<file path="src/rtl/scan_sequencer_pkg.sv">
// scan_sequencer_pkg
// Shared definitions for the scan sequencer and the 3-to-8 decoder it drives:
//   - state encodings (IDLE=0, DWELL=1, BLANK=2), exposed on the debug port
//   - default channel count / select width
//   - cnt_width(): counter width for a cycle count, never below 1 bit
package scan_sequencer_pkg;

  localparam int DEF_N_CH  = 8;
  localparam int DEF_SEL_W = 3;

  typedef enum logic [1:0] {
    ST_IDLE  = 2'd0,
    ST_DWELL = 2'd1,
    ST_BLANK = 2'd2
  } state_t;

  function automatic int cnt_width(input int n);
    return (n > 1) ? $clog2(n) : 1;
  endfunction

endpackage

</file>
<file path="src/rtl/scan_sequencer_if.sv">
// scan_sequencer_if
// Control/status bundle between a controller (master) and the sequencer (slave).
//   start, stop : level controls, sampled on every rising edge (no handshake;
//                 stop has priority over start, start is ignored while busy)
//   mask        : channel-enable mask, bit i = 1 means channel i is visited
//   sel, en     : decoder select and enable, registered
//   wrap        : one-cycle pulse when the scan wraps past the highest set bit
//   busy        : high whenever the sequencer is not idle
interface scan_sequencer_if
  import scan_sequencer_pkg::*;
#(
  parameter int N_CH  = DEF_N_CH,
  parameter int SEL_W = DEF_SEL_W
);
  logic             start;
  logic             stop;
  logic [N_CH-1:0]  mask;
  logic [SEL_W-1:0] sel;
  logic             en;
  logic             wrap;
  logic             busy;

  modport master (output start, stop, mask, input sel, en, wrap, busy);
  modport slave  (input start, stop, mask, output sel, en, wrap, busy);
endinterface

</file>
<file path="src/rtl/scan_sequencer_next_chan_find.sv">
// scan_sequencer_next_chan_find
// Combinational search for the next set mask bit strictly above cur, wrapping
// modulo N_CH. Searching from N_CH-1 yields the lowest set bit.
//   mask  : channel mask
//   cur   : current channel index
//   nxt   : next set index (cur when mask is empty)
//   found : mask has at least one set bit
//   wrap  : the search wrapped (nxt <= cur), including the single-bit case
module scan_sequencer_next_chan_find
  import scan_sequencer_pkg::*;
#(
  parameter int N_CH  = DEF_N_CH,
  parameter int SEL_W = DEF_SEL_W
) (
  input  logic [N_CH-1:0]  mask,
  input  logic [SEL_W-1:0] cur,
  output logic [SEL_W-1:0] nxt,
  output logic             found,
  output logic             wrap
);

  logic [SEL_W-1:0] cand;

  always_comb begin
    nxt   = cur;
    found = 1'b0;
    cand  = cur;
    // Offsets 1..N_CH; SEL_W-bit addition wraps naturally since N_CH = 2**SEL_W.
    // Offset N_CH lands back on cur, covering the single-set-bit case.
    for (int i = 1; i <= N_CH; i++) begin
      cand = cur + SEL_W'(i);
      if (!found && mask[cand]) begin
        found = 1'b1;
        nxt   = cand;
      end
    end
    wrap = found && (nxt <= cur);
  end

endmodule

</file>
<file path="src/rtl/scan_sequencer.sv">
// scan_sequencer
// Drives a 3-to-8 enable decoder so its one-hot strobes are scanned in time.
// Each unmasked channel is held with en high for DWELL cycles, followed by
// BLANK cycles with en low (BLANK = 0 removes the gap). Masked channels are
// skipped; the mask is re-sampled only when advancing to the next channel.
//   clk       : rising-edge clock
//   rst       : synchronous active-high reset
//   bus       : scan_sequencer_if.slave (start/stop/mask in; sel/en/wrap/busy out)
//   state_dbg : current FSM state
// Build option: SCAN_SEQUENCER_ONESHOT_EN -- single pass; the advance that
// would wrap pulses wrap and returns to IDLE instead of continuing.
module scan_sequencer
  import scan_sequencer_pkg::*;
#(
  parameter int N_CH  = DEF_N_CH,
  parameter int SEL_W = DEF_SEL_W,
  parameter int DWELL = 1000,
  parameter int BLANK = 2
) (
  input  logic                   clk,
  input  logic                   rst,
  scan_sequencer_if.slave        bus,
  output state_t                 state_dbg
);

  localparam int DW_W = cnt_width(DWELL);
  localparam int BW_W = cnt_width(BLANK);

  state_t           state_q, state_d;
  logic [SEL_W-1:0] sel_q, sel_d;
  logic [DW_W-1:0]  dcnt_q, dcnt_d;
  logic [BW_W-1:0]  bcnt_q, bcnt_d;
  logic             en_q, en_d;
  logic             busy_q, busy_d;
  logic             wrap_q, wrap_d;
  logic             adv;

  logic [SEL_W-1:0] search_from;
  logic [SEL_W-1:0] found_idx;
  logic             found_any;
  logic             found_wrap;

  // From IDLE, searching above N_CH-1 gives the lowest set bit.
  assign search_from = (state_q == ST_IDLE) ? SEL_W'(N_CH - 1) : sel_q;

  scan_sequencer_next_chan_find #(
    .N_CH  (N_CH),
    .SEL_W (SEL_W)
  ) u_find (
    .mask  (bus.mask),
    .cur   (search_from),
    .nxt   (found_idx),
    .found (found_any),
    .wrap  (found_wrap)
  );

  always_ff @(posedge clk) begin
    if (rst) begin
      state_q <= ST_IDLE;
      sel_q   <= '0;
      dcnt_q  <= '0;
      bcnt_q  <= '0;
      en_q    <= 1'b0;
      busy_q  <= 1'b0;
      wrap_q  <= 1'b0;
    end else begin
      state_q <= state_d;
      sel_q   <= sel_d;
      dcnt_q  <= dcnt_d;
      bcnt_q  <= bcnt_d;
      en_q    <= en_d;
      busy_q  <= busy_d;
      wrap_q  <= wrap_d;
    end
  end

  always_comb begin
    state_d = state_q;
    sel_d   = sel_q;
    dcnt_d  = dcnt_q;
    bcnt_d  = bcnt_q;
    wrap_d  = 1'b0;
    adv     = 1'b0;

    case (state_q)
      ST_IDLE: begin
        if (bus.start && !bus.stop && found_any) begin
          state_d = ST_DWELL;
          sel_d   = found_idx;
          dcnt_d  = '0;
        end
      end
      ST_DWELL: begin
        if (bus.stop) begin
          state_d = ST_IDLE;
          dcnt_d  = '0;
        end else if (dcnt_q == DW_W'(DWELL - 1)) begin
          if (BLANK > 0) begin
            state_d = ST_BLANK;
            dcnt_d  = '0;
            bcnt_d  = '0;
          end else begin
            adv = 1'b1;
          end
        end else begin
          dcnt_d = dcnt_q + DW_W'(1);
        end
      end
      ST_BLANK: begin
        if (bus.stop) begin
          state_d = ST_IDLE;
          bcnt_d  = '0;
        end else if (bcnt_q == BW_W'(BLANK - 1)) begin
          adv = 1'b1;
        end else begin
          bcnt_d = bcnt_q + BW_W'(1);
        end
      end
      default: begin
        state_d = ST_IDLE;
        dcnt_d  = '0;
        bcnt_d  = '0;
      end
    endcase

    // Advance: mask is re-sampled here; an empty mask ends the scan with sel held.
    if (adv) begin
      dcnt_d = '0;
      bcnt_d = '0;
      if (!found_any) begin
        state_d = ST_IDLE;
      end else begin
        wrap_d = found_wrap;
`ifdef SCAN_SEQUENCER_ONESHOT_EN
        if (found_wrap) begin
          state_d = ST_IDLE;
        end else begin
          state_d = ST_DWELL;
          sel_d   = found_idx;
        end
`else
        state_d = ST_DWELL;
        sel_d   = found_idx;
`endif
      end
    end

    en_d   = (state_d == ST_DWELL);
    busy_d = (state_d != ST_IDLE);
  end

  assign bus.sel   = sel_q;
  assign bus.en    = en_q;
  assign bus.busy  = busy_q;
  assign bus.wrap  = wrap_q;
  assign state_dbg = state_q;

endmodule
</file>
<file path="src/flat_wrapper.sv">
// flat-port wrapper written by rule: the top's interface ports become plain ports
module scan_sequencer_flat import scan_sequencer_pkg::*;
#(
  parameter int N_CH  = DEF_N_CH,
  parameter int SEL_W = DEF_SEL_W,
  parameter int DWELL = 1000,
  parameter int BLANK = 2
)
  (clk, rst, state_dbg, bus_start, bus_stop, bus_mask, bus_sel, bus_en, bus_wrap, bus_busy);
  scan_sequencer_if #(.N_CH(N_CH), .SEL_W(SEL_W)) bus_i ();
  input  logic clk;
  input  logic rst;
  output state_t state_dbg;
  input wire logic [$bits(bus_i.start)-1:0] bus_start;
  input wire logic [$bits(bus_i.stop)-1:0] bus_stop;
  input wire logic [$bits(bus_i.mask)-1:0] bus_mask;
  output wire logic [$bits(bus_i.sel)-1:0] bus_sel;
  output wire logic [$bits(bus_i.en)-1:0] bus_en;
  output wire logic [$bits(bus_i.wrap)-1:0] bus_wrap;
  output wire logic [$bits(bus_i.busy)-1:0] bus_busy;
  assign bus_i.start = bus_start;
  assign bus_i.stop = bus_stop;
  assign bus_i.mask = bus_mask;
  assign bus_sel = bus_i.sel;
  assign bus_en = bus_i.en;
  assign bus_wrap = bus_i.wrap;
  assign bus_busy = bus_i.busy;
  scan_sequencer #(.N_CH(N_CH), .SEL_W(SEL_W), .DWELL(DWELL), .BLANK(BLANK)) u_core (.clk(clk), .rst(rst), .bus(bus_i), .state_dbg(state_dbg));
endmodule
</file>
<file path="config.mk">
export PLATFORM = sky130hd
export DESIGN_NAME = scan_sequencer_flat
export DESIGN_NICKNAME = d
export VERILOG_FILES = /design/src/rtl/scan_sequencer_pkg.sv /design/src/rtl/scan_sequencer_if.sv /design/src/rtl/scan_sequencer_next_chan_find.sv /design/src/rtl/scan_sequencer.sv /design/src/flat_wrapper.sv
export SDC_FILE = /design/constraint.sdc
export NUM_CORES = 1
export LEC_CHECK = 0
export ABC_AREA = 0
export CORE_ASPECT_RATIO = 0.5
export CORE_MARGIN = 2
export CORE_UTILIZATION = 64
export CTS_BUF_LIST = sky130_fd_sc_hd__clkbuf_2
export CTS_CLUSTER_SIZE = 28
export DETAILED_ROUTE_END_ITERATION = 8
export MAX_ROUTING_LAYER = met4
export PLACE_DENSITY = 0.95
export REMOVE_ABC_BUFFERS = 1
export SLEW_MARGIN = 40
export SYNTH_ARGS = -nofsm -noshare
export SYNTH_HDL_FRONTEND = slang
export SYNTH_SLANG_ARGS = --single-unit
</file>
<file path="constraint.sdc">
create_clock -name clk -period 8.4 [get_ports clk]
set_input_delay 1.68 -clock clk [delete_from_list [all_inputs] [get_ports clk]]
set_output_delay 1.68 -clock clk [all_outputs]
set_load 0.01 [all_outputs]
</file>
=== Word-level counts from Yosys, hierarchy flattened ===
Cells that the tools add are included.

* Input port bits: 12
* Output and inout port bits: 8
* Logic and storage cells: 116
* Register bits after elaboration: 19

* $lt $le $gt $ge: 9
* Reductions and logical operators: 24
* $add $sub $neg: 9
* Equality and inequality tests: 7
* Bitwise gates (word level): 4
* Mux-type cells: 56

{| class="wikitable"
|+ Operator list
! operator !! number
|-
| $mux W3 || 13
|-
| $lt A3 B4 Y1 const B || 8
|-
| $mux W10 || 3
|-
| $pmux W10 S3 || 1
|-
| $bmux W1 S3 || 8
|-
| $mux W1 || 24
|-
| $add A3 B3 Y3 const B || 4
|-
| $add A10 B1 Y10 const B || 1
|-
| $eq A10 B10 Y1 const B || 1
|-
| $logic_and A1 B1 Y1 || 10
|-
| $mux W2 || 5
|-
| $logic_not A1 Y1 || 8
|-
| $add A3 B2 Y3 const B || 2
|-
| $pmux W2 S3 || 1
|-
| $eq A2 B1 Y1 const B || 2
|-
| $ne A2 B2 Y1 const B || 2
|-
| $not A1 Y1 || 4
|-
| $add A3 B1 Y3 const B || 1
|-
| $le A3 B3 Y1 || 1
|-
| $pmux W1 S3 || 1
|-
| $reduce_and A3 Y1 || 1
|-
| $reduce_or A3 Y1 || 1
|-
| $eq A2 B2 Y1 const B || 1
|-
| $logic_not A2 Y1 || 1
|-
| 5 further kinds || 5
|}

=== Depth between registers and ports, before layout ===
Gate-level depths: netlist (run 1).

* Depth in word-level cells: 32
* Mapped depth: 15
* Mapped depth without buffers: 14

=== Modules after synthesis ===
Synthesis (run 1) repeated with hierarchy kept, for this count alone.

* Cell total of the unflattened synthesis: 198
* Area total of the unflattened synthesis: 1888.1 sq um

{| class="wikitable"
|+ Modules (own cells, without submodules)
! module !! instances !! cells each !! area each (sq um) !! seq. area each (sq um)
|-
| scan_sequencer_next_chan_find || 1 || 99 || 944.7 || 0.0
|-
| scan_sequencer || 1 || 99 || 943.4 || 380.4
|}

=== Worst setup path after synthesis (run 1) ===
No wires, ideal clock.

* Path kind: input to register
* Start: in bus_mask[6]
* End: reg u_core.wrap_q (netlist: u_core.bus.wrap)
* Path buffers: 1
* Arrival: 3828 ps
* Required time: 8280 ps
* Setup slack: 4452 ps
* Library setup time: 120 ps
* Stages: 11
* Cell sequence: clkbuf_1 mux2i_1 mux4_2 and4b_4 nand3b_1 a311oi_1 a21o_1 ha_1 nand2_1 a21oi_1 o31a_1

* Longest elaborated chain between the ends: 26
* Elaborated cells on any way between the ends: 50
* Those cells by class: 1 x order compare; 32 x mux; 1 x bitwise; 16 x reduce/logical

{| class="wikitable"
|+ RTL lines
! item !! RTL line !! source
|-
| start: declaration || flat_wrapper.sv:16 || <nowiki>input wire logic [$bits(bus_i.mask)-1:0] bus_mask;</nowiki>
|-
| $bmux W1 S3 || scan_sequencer_next_chan_find.sv:32 || <nowiki>if (!found && mask[cand]) begin</nowiki>
|-
| $mux W1 (not written as such) || scan_sequencer_next_chan_find.sv:32 ||
|-
| $mux W1 || scan_sequencer_next_chan_find.sv:32 ||
|-
| $logic_not A1 Y1 || scan_sequencer_next_chan_find.sv:32 ||
|-
| $logic_and A1 B1 Y1 || scan_sequencer_next_chan_find.sv:32 ||
|-
| $mux W1 || scan_sequencer_next_chan_find.sv:32 ||
|-
| $logic_not A1 Y1 || scan_sequencer_next_chan_find.sv:32 ||
|-
| $logic_and A1 B1 Y1 || scan_sequencer_next_chan_find.sv:32 ||
|-
| (+10 left out) || - ||
|-
| $logic_not A1 Y1 || scan_sequencer_next_chan_find.sv:32 ||
|-
| $logic_and A1 B1 Y1 || scan_sequencer_next_chan_find.sv:32 ||
|-
| $mux W1 || scan_sequencer_next_chan_find.sv:32 ||
|-
| $logic_not A1 Y1 || scan_sequencer_next_chan_find.sv:32 ||
|-
| $logic_and A1 B1 Y1 || scan_sequencer_next_chan_find.sv:32 ||
|-
| $mux W3 or $mux W1 (tied branches) || scan_sequencer_next_chan_find.sv:32 ||
|-
| $le A3 B3 Y1 or $not A1 Y1 (tied branches) || - ||
|-
| $logic_and A1 B1 Y1 or $reduce_or A3 Y1 (tied branches) || - ||
|-
| end signal: assignment || scan_sequencer.sv:73 || <nowiki>wrap_q <= wrap_d;</nowiki>
|-
| end: declaration || scan_sequencer.sv:35 || <nowiki>logic wrap_q, wrap_d;</nowiki>
|}

Parallel ways exist; a longest one is shown, timed or not. The select of a mux whose other input is x is not followed.
A chain may end at the register's enable or synchronous reset.

=== Final worst setup path (run 1) ===
* Start: in bus_mask[2]
* End: reg u_core.wrap_q (netlist: u_core.bus.wrap)

Same word-level chain as after synthesis.

==> results of run 1 <==
-- cells by family (layout without fill, tap and decap cells) --
group	after synthesis	in the layout
DFF	19	19
adders and majority gates	3	3
buffers and inverters	17	27
and+or+nand+nor	100	100
muxes	25	25
xor gates and xnor gates	4	4
AOI/OAI and AO/OA	89	89
-- where the power goes --
group | total, mW | leakage [nW] | internal (mW) | switching [mW]
sequential | 0.101 | 0.155 | 0.0928 | 0.00862
combinational | 0.124 | 0.662 | 0.0546 | 0.0691
clock | 0.0405 | 0.0166 | 0.0126 | 0.0279
-- critical path, stage by stage --
cell and delay, ns:
clkdlybuf4s50_1 0.57, mux2i_1 0.41, mux4_2 0.42, nor4b_4 0.36, a22o_1 0.19, o21ai_1 0.06, a21o_1 0.20, ha_1 0.29
nand2_1 0.06, a21oi_1 0.05, o31a_1 0.31
-- metrics by stage --
stage,cells,utilization,cell area [sq um]
after detailed placement,303,0.742,2280
after global placement,303,0.739,2260
after global routing,307,0.749,2300
final,307,0.749,2300
after CTS,307,0.749,2300
after floorplan,244,-,2020
-- cell usage after synthesis (4+ instances only) --
| library cell | number |
|---|---|
| nor3b_1 | 4 |
| o21ai_0 | 10 |
| nand3_1 | 10 |
| nor2_1 | 24 |
| o21a_1 | 4 |
| dfxtp_1 | 19 |
| nand2_1 | 18 |
| buf_2 | 6 |
| nor3_1 | 11 |
| a21oi_1 | 21 |
| and3_1 | 4 |
| mux4_2 | 4 |
| mux2i_1 | 18 |
| nand2b_1 | 4 |
| a31oi_2 | 6 |
-- how the worst max path moves through the flow --
stage                start  slack, ns         endpoint
2_1_floorplan  bus_mask[5]       4.55  u_core.bus.wrap
3_5_place_dp   bus_mask[2]       3.72  u_core.bus.wrap
3_3_place_gp   bus_mask[4]       3.80  u_core.bus.wrap
5_1_grt        bus_mask[6]       3.91  u_core.bus.wrap
4_1_cts        bus_mask[2]       4.07  u_core.bus.wrap
6_report       bus_mask[2]       4.05  u_core.bus.wrap
-- final cells by class --
class	count	area, sq um	share of cell area
flip-flops and latches	19	383	0.167
clock buffers	4	20.0	0.00871
well taps	40	50.0	0.0218
repair buffers	19	190	0.0828
multi-input cells	221	1640	0.714
inverters	4	15.0	0.00654
-- per-layer routing --
metal  routed length [um]  vias to the layer above
met5                    0                        -
met1                 2360                     1020
li1                     -                     1020
met4                   64                        0
met3                  418                       11
met2                 2680                      115
-- registers in the layout, summed over array words and instances, names as in the netlist --
signal and cells:
u_core.bcnt_q 1, u_core.bus.sel 3, u_core.dcnt_q 10, u_core.bus.wrap 1, u_core.state_dbg 2, u_core.bus.en 1
u_core.bus.busy 1
==> out/metrics.yaml, run 1 <==
route:
  initialDrtViolationCount: 295
  drt-total-wl_mm: 5.52
  via_per_inst: 7.06
  ant_nets: 0
  routedWlPerCell_um: 18.0
  first_pass_iters: 5
  drc: 0
  num_vias: 2166
synth:
  yosys_warnings: 0
  netlist_instances: 257
  synth.area.mux_share: 0.145
  synth-async-reset-ratio: 0
  synth_xor_xnor_area_share: 0.0256
  synth_top_area_frac: 0.181
  synth_edf_count: 0
  synth.cell_area_sq_um: 2100
  synth-compound-area-share: 0.319
  synthTopCellsByArea: "dfxtp_1 18%, mux2i_1 8.6%, a21oi_1 5.0%, mux4_2 4.3%, nor2_1 4.3%"
  synth_fa_ha_area_frac: 0.0179
  syn_avg_cell_area_sq_um: 8.17
  postSynthRegisterBits: 19
  ys_seq_area_frac: 0.181
  synth-simple-area-share: 0.268
  synth_top_family_by_area: "compound AO/OA/AOI/OAI gates"
  synthFlopType: "dfxtp_1"
  synth_top_cell_by_area: "dfxtp_1"
  synth_cell_type_count: 72
sta:
  worstMarginPinSlew_ns: 0.672
  fin_skew_ns: 0.0172
  holdWs_ns: 0.528
  finalHoldViolations: 0
  fin_tns_setup_ns: 0
  rsz0062_at_grt: "false"
  min_period_ns: 4.35
  fin_ws_ns: 4.05
  period_share: 0.518
  max_slew_margin: 0.548
  slew_violations: 0
  setup-violations-final: 0
  fmax_ghz: 0.230
cts:
  cts_tree: "built"
  cts-root-buf: "clkbuf_2"
  cts.hold.buffers_added: 0
  cts_setup_buffers: 0
  cts-buffers-inserted: 3
  cts.clk_slew.worst_paths_ns: 0.18
  cts_resized: 0
  cts.sinks: 19
  cts_max_path_buffers: 2
  htree_levels: 1
  insertion_delay_ns: 0.32
critical_path:
  crit_path_max_fanout: 8
  r2r_start: "u_core.state_dbg[0]"
  arrival_ns: 4.59
  worstReg2RegEnd: "u_core.bus.wrap"
  startpoint_type: "input pin"
  required_ns: 8.64
  end_kind: "flip-flop"
  rr_worst_depth: 14
  path_class: "input pin to flip-flop"
  rrSetupSlack_ns: 4.31
floorplan:
  die-width_um: 85
  initial_core_util: 0.685
  core_area_sq_um: 3070
  die_h_um: 44.5
  rows: 14
  dieArea_sq_um: 3780
  io_pins: 20
hold_path:
  hp-class: "flip-flop to flip-flop"
  holdPathStages: 1
  hold_end: "u_core.dcnt_q[9]"
  min-delay-start: "u_core.dcnt_q[9]"
power:
  p_per_area_nw_per_um2: 116
  ir_drop_mv: 0.120
  power_leakage_nw: 0.834
  power_mw: 0.266
final_layout:
  nets: 283
  fillers: 224
  most-common-layout-cells: "24 x nor2_1, 21 x a21oi_1, 19 x clkdlybuf4s50_1"
  layout-drive-gt1-share: 0.150
  antennaDiodeCount: 0
  final_common_cell: "nor2_1"
  area_delta_synth_final_pct: 9.42
grt:
  use_met3: 0.0354
  grt_pass1_vias: 2057
  busiest_layer: "met2"
  grt_max_degree: 27
  use_met2: 0.553
  grt_use_total: 0.322
  grt_pass1_wl_mm: 9.57
  grtUsageMet1: 0.412
  antenna_found_initial: 0
  overflow: 0
place:
  preCtsSetupSlack_ns: 3.72
  io_buffer_count: 19
  globalplace.congestion: 1.05
  place_hpwl_mm: 4.09
run_status:
  status: "complete, no violations"
job:
  maxCapViolations: 0
Note: power is estimated with default switching activity, not from simulation.
==> run 2, diff against run 1 <==
Settings changed: CORE_UTILIZATION 64 to 54, PLACE_DENSITY 0.95 to 0.89.
Clock period 8.4 ns to 3.7 ns, I/O delays scaled along.
==> run 2 against run 1 <==
Worst hold slack worse by 0.016 ns. Via count up 2.4%. Core utilization fell by 6.6 points. Clock power grew 120%. Worst setup slack worse by 3.7 ns. Sequential cell count unchanged. Global-route usage is 4.9 points lower. Register-to-register slack worse by 3.9 ns. Non-clock buffer count grew 20. Sequential share of layout area fell by 1.1 points. Sequential power up 110%. Final area increased by 6.6%. Critical path type is now flip-flop to flip-flop. Highest routed layer unchanged.
==> out/metrics.yaml, run 2 (synthesis gave the netlist of run 1 again) <==
run_status:
  status: "complete, no violations"
floorplan:
  die_h_um: 48.1  # +8.1%
  rows: 15  # +1
  die-width_um: 92.2  # +8.4%
  io_pins: 20  # unchanged
  initial_core_util: 0.586  # -0.0992
  dieArea_sq_um: 4430  # +17%
  core_area_sq_um: 3580  # +17%
grt:
  grt_pass1_wl_mm: 9.19  # -4.0%
  grt_use_total: 0.273  # -0.0492
  overflow: 0  # unchanged
  grt_pass1_vias: 1932  # -6.1%
  antenna_found_initial: 0  # unchanged
  grt_max_degree: 26  # -3.7%
cts:
  htree_levels: 1  # unchanged
  cts_setup_buffers: 0  # unchanged
  cts.clk_slew.worst_paths_ns: 0.19  # about the same
  cts_max_path_buffers: 2  # unchanged
  cts_resized: 0  # unchanged
  insertion_delay_ns: 0.32  # about the same
  cts_tree: "built"
  cts-root-buf: "clkbuf_2"
  cts-buffers-inserted: 3  # unchanged
  cts.hold.buffers_added: 0  # unchanged
  cts.sinks: 19  # unchanged
final_layout:
  fin_area_sq_um: 2450  # +6.6%
  final_common_cell: "nor2_1"
  most-common-layout-cells: "24 x nor2_1, 21 x a21oi_1, 20 x buf_4"
  area_delta_synth_final_pct: 16.6
  largest_register: "u_core.dcnt_q"
  antennaDiodeCount: 0  # unchanged
  largest_reg_flops: 10  # unchanged
  layout-drive-gt1-share: 0.195  # +0.0453
  nets: 303  # +7.1%
  fin_cells: 338  # +10%
sta:
  fin_skew_ns: 0.0137  # -0.00353 ns
  slew_violations: 0  # unchanged
  holdWs_ns: 0.512  # -0.0157 ns
  finalHoldViolations: 0  # unchanged
  min_period_ns: 3.32
  period_share: 0.897
  worstMarginPinSlew_ns: 0.563  # -0.109 ns
  fmax_ghz: 0.301
  max_slew_margin: 0.623  # +0.0755
  rsz0062_at_grt: "false"
  setup-violations-final: 0  # unchanged
power:
  p_per_area_nw_per_um2: 257  # +120%
  ir_drop_mv: 0.194  # +61%
  power_leakage_nw: 0.932  # +12%
  power_mw: 0.630  # +140%
critical_path:
  end_kind: "flip-flop"
  arrival_ns: 3.56  # -1.03 ns
  crit_path_max_fanout: 12  # +4
  path_class: "flip-flop to flip-flop"
  startpoint_type: "flip-flop"
  required_ns: 3.94  # -4.70 ns
place:
  place_hpwl_mm: 4.34  # +6.3%
  io_buffer_count: 19  # unchanged
  post-place-cells: 334  # +10%
  globalplace.congestion: 1.06  # +0.71%
  postPlaceCellArea_sq_um: 2430  # +6.7%
route:
  first_pass_iters: 5  # unchanged
  via_per_inst: 6.56  # -7.0%
  routedWlPerCell_um: 17.0  # -5.2%
  num_vias: 2218  # +2.4%
  initialDrtViolationCount: 197  # -33%
  ant_nets: 0  # unchanged
  drc: 0  # unchanged
  drt-total-wl_mm: 5.76  # +4.3%
job:
  maxCapViolations: 0  # unchanged
hold_path:
  hp-class: "flip-flop to flip-flop"
## run 2: final timing paths
path	from	slack (ns)	endpoint	cells after the start
max	u_core.state_dbg[0]	0.38	u_core.bus.wrap	13
min	u_core.dcnt_q[9]	0.51	u_core.dcnt_q[9]	1
max reg2reg	u_core.state_dbg[0]	0.38	u_core.bus.wrap	13
min reg2reg	u_core.dcnt_q[9]	0.51	u_core.dcnt_q[9]	1
## run 2: power by group
part	switching [mW]	internal [mW]	leakage, nW
registers	0.00324	0.210	0.154
clock network	0.0659	0.0245	0.0164
logic	0.181	0.145	0.762
total	0.250	0.379	0.932
## run 2: metrics by stage
stage | utilization | TNS, ns | setup slack, ns
floorplan | - | -0.0840 | -0.0840
global placement | 0.677 | 0 | 0.166
detailed placement | 0.677 | 0 | 0.0579
CTS | 0.683 | 0 | 0.400
global route | 0.683 | 0 | 0.219
finish | 0.683 | 0 | 0.382
## run 2: layout make-up
cell class              count  area (sq um)
flip-flops and latches     19           380
inverters                   4          15.0
well taps                  51          63.8
clock inverters             1          5.00
multi-input cells         221          1630
repair buffers             39           340
clock buffers               3          15.0
fillers                   302          1140
## run 2: routing by layer
layer | GRT usage | routed length [um]
met5 | - | 0
met4 | 0.0627 | 41
met3 | 0.0309 | 380
met2 | 0.506 | 2740
met1 | 0.338 | 2590
## run 2: worst max-delay path, cell delays in order, from the launching register on
cell      delay (ns)
dfxtp_1         0.39
buf_4           0.20
o21bai_1        0.11
ha_1            0.25
xnor2_4         0.34
mux4_2          0.66
nor4b_4         0.18
a22o_1          0.20
o21ai_1         0.11
a21o_1          0.15
ha_1            0.24
nand2_1         0.06
a21oi_1         0.04
o31a_1          0.29
==> run 3, diff against run 2 <==
Settings changed: CORE_UTILIZATION 54 to 60, PLACE_DENSITY 0.89 to 0.93, SLEW_MARGIN 40 to default.
Clock period 3.7 ns to 3.8 ns, I/O delays scaled along.
==> run 3 against run 2 <==
Combinational power shrank 5%. Final cell count is the same. Via count shrank 1.1%. Wire length grew 0.61%. Sequential power shrank 3%. Critical path depth grew 1. Non-clock buffer count is the same. Critical endpoint unchanged. Register-to-register slack is essentially flat. Fmax shrank 3.1%.
==> out/metrics.yaml, run 3 (synthesis gave the netlist of run 1 again) <==
sta:
  min_period_ns: 3.42  # +0.106 ns
  slew_violations: 0  # unchanged
  setup-violations-final: 0  # unchanged
  fin_tns_setup_ns: 0  # unchanged
  holdWs_ns: 0.521  # +0.00873 ns
  rsz0062_at_grt: "false"
  fin_skew_ns: 0.00254  # -0.0111 ns
  max_slew_margin: 0.607  # -0.0164
  period_share: 0.901  # +0.00442
  fmax_ghz: 0.292  # -3.1%
  finalHoldViolations: 0  # unchanged
  worstMarginPinSlew_ns: 0.587  # +0.0246 ns
hold_path:
  hold_end: "u_core.dcnt_q[5]"
  min-delay-start: "u_core.dcnt_q[5]"
  holdPathStages: 1  # unchanged
  hp-class: "flip-flop to flip-flop"
final_layout:
  fin_area_sq_um: 2450  # unchanged
  largest_register: "u_core.dcnt_q"
  fin_cells: 338  # unchanged
  utilization: 0.721  # +0.0377
  nets: 303  # unchanged
  most-common-layout-cells: "24 x nor2_1, 21 x a21oi_1, 20 x buf_4"
  area_delta_synth_final_pct: 16.6  # unchanged
  final_common_cell: "nor2_1"
  antennaDiodeCount: 0  # unchanged
  layout-drive-gt1-share: 0.195  # unchanged
  largest_reg_flops: 10  # unchanged
place:
  globalplace.congestion: 1.02  # -3.5%
  postPlaceCellArea_sq_um: 2430  # unchanged
  io_buffer_count: 19  # unchanged
  post-place-cells: 334  # unchanged
  place_hpwl_mm: 4.52  # +4.1%
critical_path:
  startpoint_type: "flip-flop"
  rr_worst_depth: 14  # +1
  rrSetupSlack_ns: 0.38  # about the same
  r2r_start: "u_core.state_dbg[0]"
  crit_path_max_fanout: 9  # -3
  arrival_ns: 3.65  # +0.09 ns
  end_kind: "flip-flop"
  worstReg2RegEnd: "u_core.bus.wrap"
  required_ns: 4.02  # +0.08 ns
  path_class: "flip-flop to flip-flop"
cts:
  cts.sinks: 19  # unchanged
  cts_max_path_buffers: 2  # unchanged
  cts-root-buf: "clkbuf_2"
  cts_resized: 0  # unchanged
  insertion_delay_ns: 0.30  # -0.02 ns
  cts-buffers-inserted: 3  # unchanged
  cts.clk_slew.worst_paths_ns: 0.18  # about the same
  htree_levels: 1  # unchanged
  cts_tree: "built"
  cts_setup_buffers: 0  # unchanged
  cts.hold.buffers_added: 0  # unchanged
route:
  drt-total-wl_mm: 5.80  # +0.61%
  first_pass_iters: 5  # unchanged
  initialDrtViolationCount: 220  # +12%
  ant_nets: 0  # unchanged
  drc: 0  # unchanged
  via_per_inst: 6.49  # -1.1%
  num_vias: 2193  # -1.1%
  routedWlPerCell_um: 17.1  # +0.61%
power:
  switching_share: 0.395  # -0.00276
  pwr-share-clk: 0.143  # about the same
  ir_drop_mv: 0.180  # -7.4%
  seq_power_share: 0.343  # +0.004
  p_int_mw: 0.366  # -3.4%
  p_comb_frac: 0.514  # -0.003
  power_leakage_nw: 0.933  # about the same
  p_per_area_nw_per_um2: 247  # -3.9%
  power_switching_mw: 0.239  # -4.5%
floorplan:
  rows: 15  # unchanged
  io_pins: 20  # unchanged
  initial_core_util: 0.618  # +0.0324
  die-width_um: 87.7  # -4.9%
  dieArea_sq_um: 4020  # -9.4%
  die_h_um: 45.8  # -4.7%
  core_area_sq_um: 3400  # -5.2%
grt:
  grt_pass1_vias: 2016  # +4.3%
  antenna_found_initial: 0  # unchanged
  grt_use_total: 0.316  # +0.0433
  overflow: 0  # unchanged
  grt_max_degree: 26  # unchanged
  grt_pass1_wl_mm: 9.40  # +2.3%
run_status:
  status: "complete, no violations"
job:
  maxCapViolations: 0  # unchanged
[run 3: cell counts in the layout (fill, tap and decap cells not counted)]
No cell type changed its count.
[run 3: stage by stage]
stage | total power, mW | setup slack, ns
final | 0.605 | 0.375
after global placement | 0.512 | 0.123
after global routing | 0.642 | 0.193
after CTS | 0.602 | 0.406
after floorplan | 0.419 | 0.0160
after detailed placement | 0.516 | 0.148
[run 3: routing by layer]
| metal | part of all wire | vias to the layer above | wire, um | track usage |
|---|---|---|---|---|
| met3 | 0.063 | 16 | 366 | 0.0399 |
| met5 | 0 | - | 0 | - |
| li1 | - | 1062 | - | - |
| met2 | 0.45 | 84 | 2630 | 0.532 |
| met1 | 0.46 | 1031 | 2690 | 0.411 |
| met4 | 0.019 | 0 | 110 | 0.0831 |
[run 3: power by group through the flow]
stage / sequential, mW / clock [mW] / combinational, mW
final: 0.208 / 0.0865 / 0.311
after global routing: 0.209 / 0.0963 / 0.337
after CTS: 0.208 / 0.0887 / 0.306
after detailed placement: 0.212 / 0 / 0.304
after global placement: 0.211 / 0 / 0.301
after floorplan: 0.225 / 0 / 0.194
[run 3: how the worst max path moves through the flow]
| stage | start | endpoint | slack, ns | cells after the start |
|---|---|---|---|---|
| after global routing | u_core.state_dbg[0] | u_core.bus.wrap | 0.19 | 14 |
| after detailed placement | bus_mask[7] | u_core.bus.wrap | 0.15 | 12 |
| after global placement | bus_mask[3] | u_core.bus.wrap | 0.12 | 12 |
| final | u_core.state_dbg[0] | u_core.bus.wrap | 0.38 | 14 |
| after floorplan | u_core.bus.sel[0] | u_core.bus.wrap | 0.02 | 12 |
| after CTS | u_core.state_dbg[0] | u_core.bus.wrap | 0.41 | 14 |
[run 3: critical path, cell delays in order (launching register included)]
cell     delay [ns]
dfxtp_1        0.36
nor2_2         0.41
nor2_2         0.11
inv_2          0.08
ha_1           0.24
xnor2_4        0.20
mux4_2         0.65
nor4b_4        0.18
a22o_1         0.20
o21ai_1        0.12
a21o_1         0.16
ha_1           0.24
nand2_1        0.06
a21oi_1        0.04
o31a_1         0.29
[run 3: cell type report]
class                           count  area (sq um)
Tap cell                           51          63.8
Inverter                            4          15.0
Clock inverter                      1          5.00
Fill cell                         278           948
Multi-Input combinational cell    221          1630
Timing Repair Buffer               39           340
Sequential cell                    19           380
Clock buffer                        3          15.0
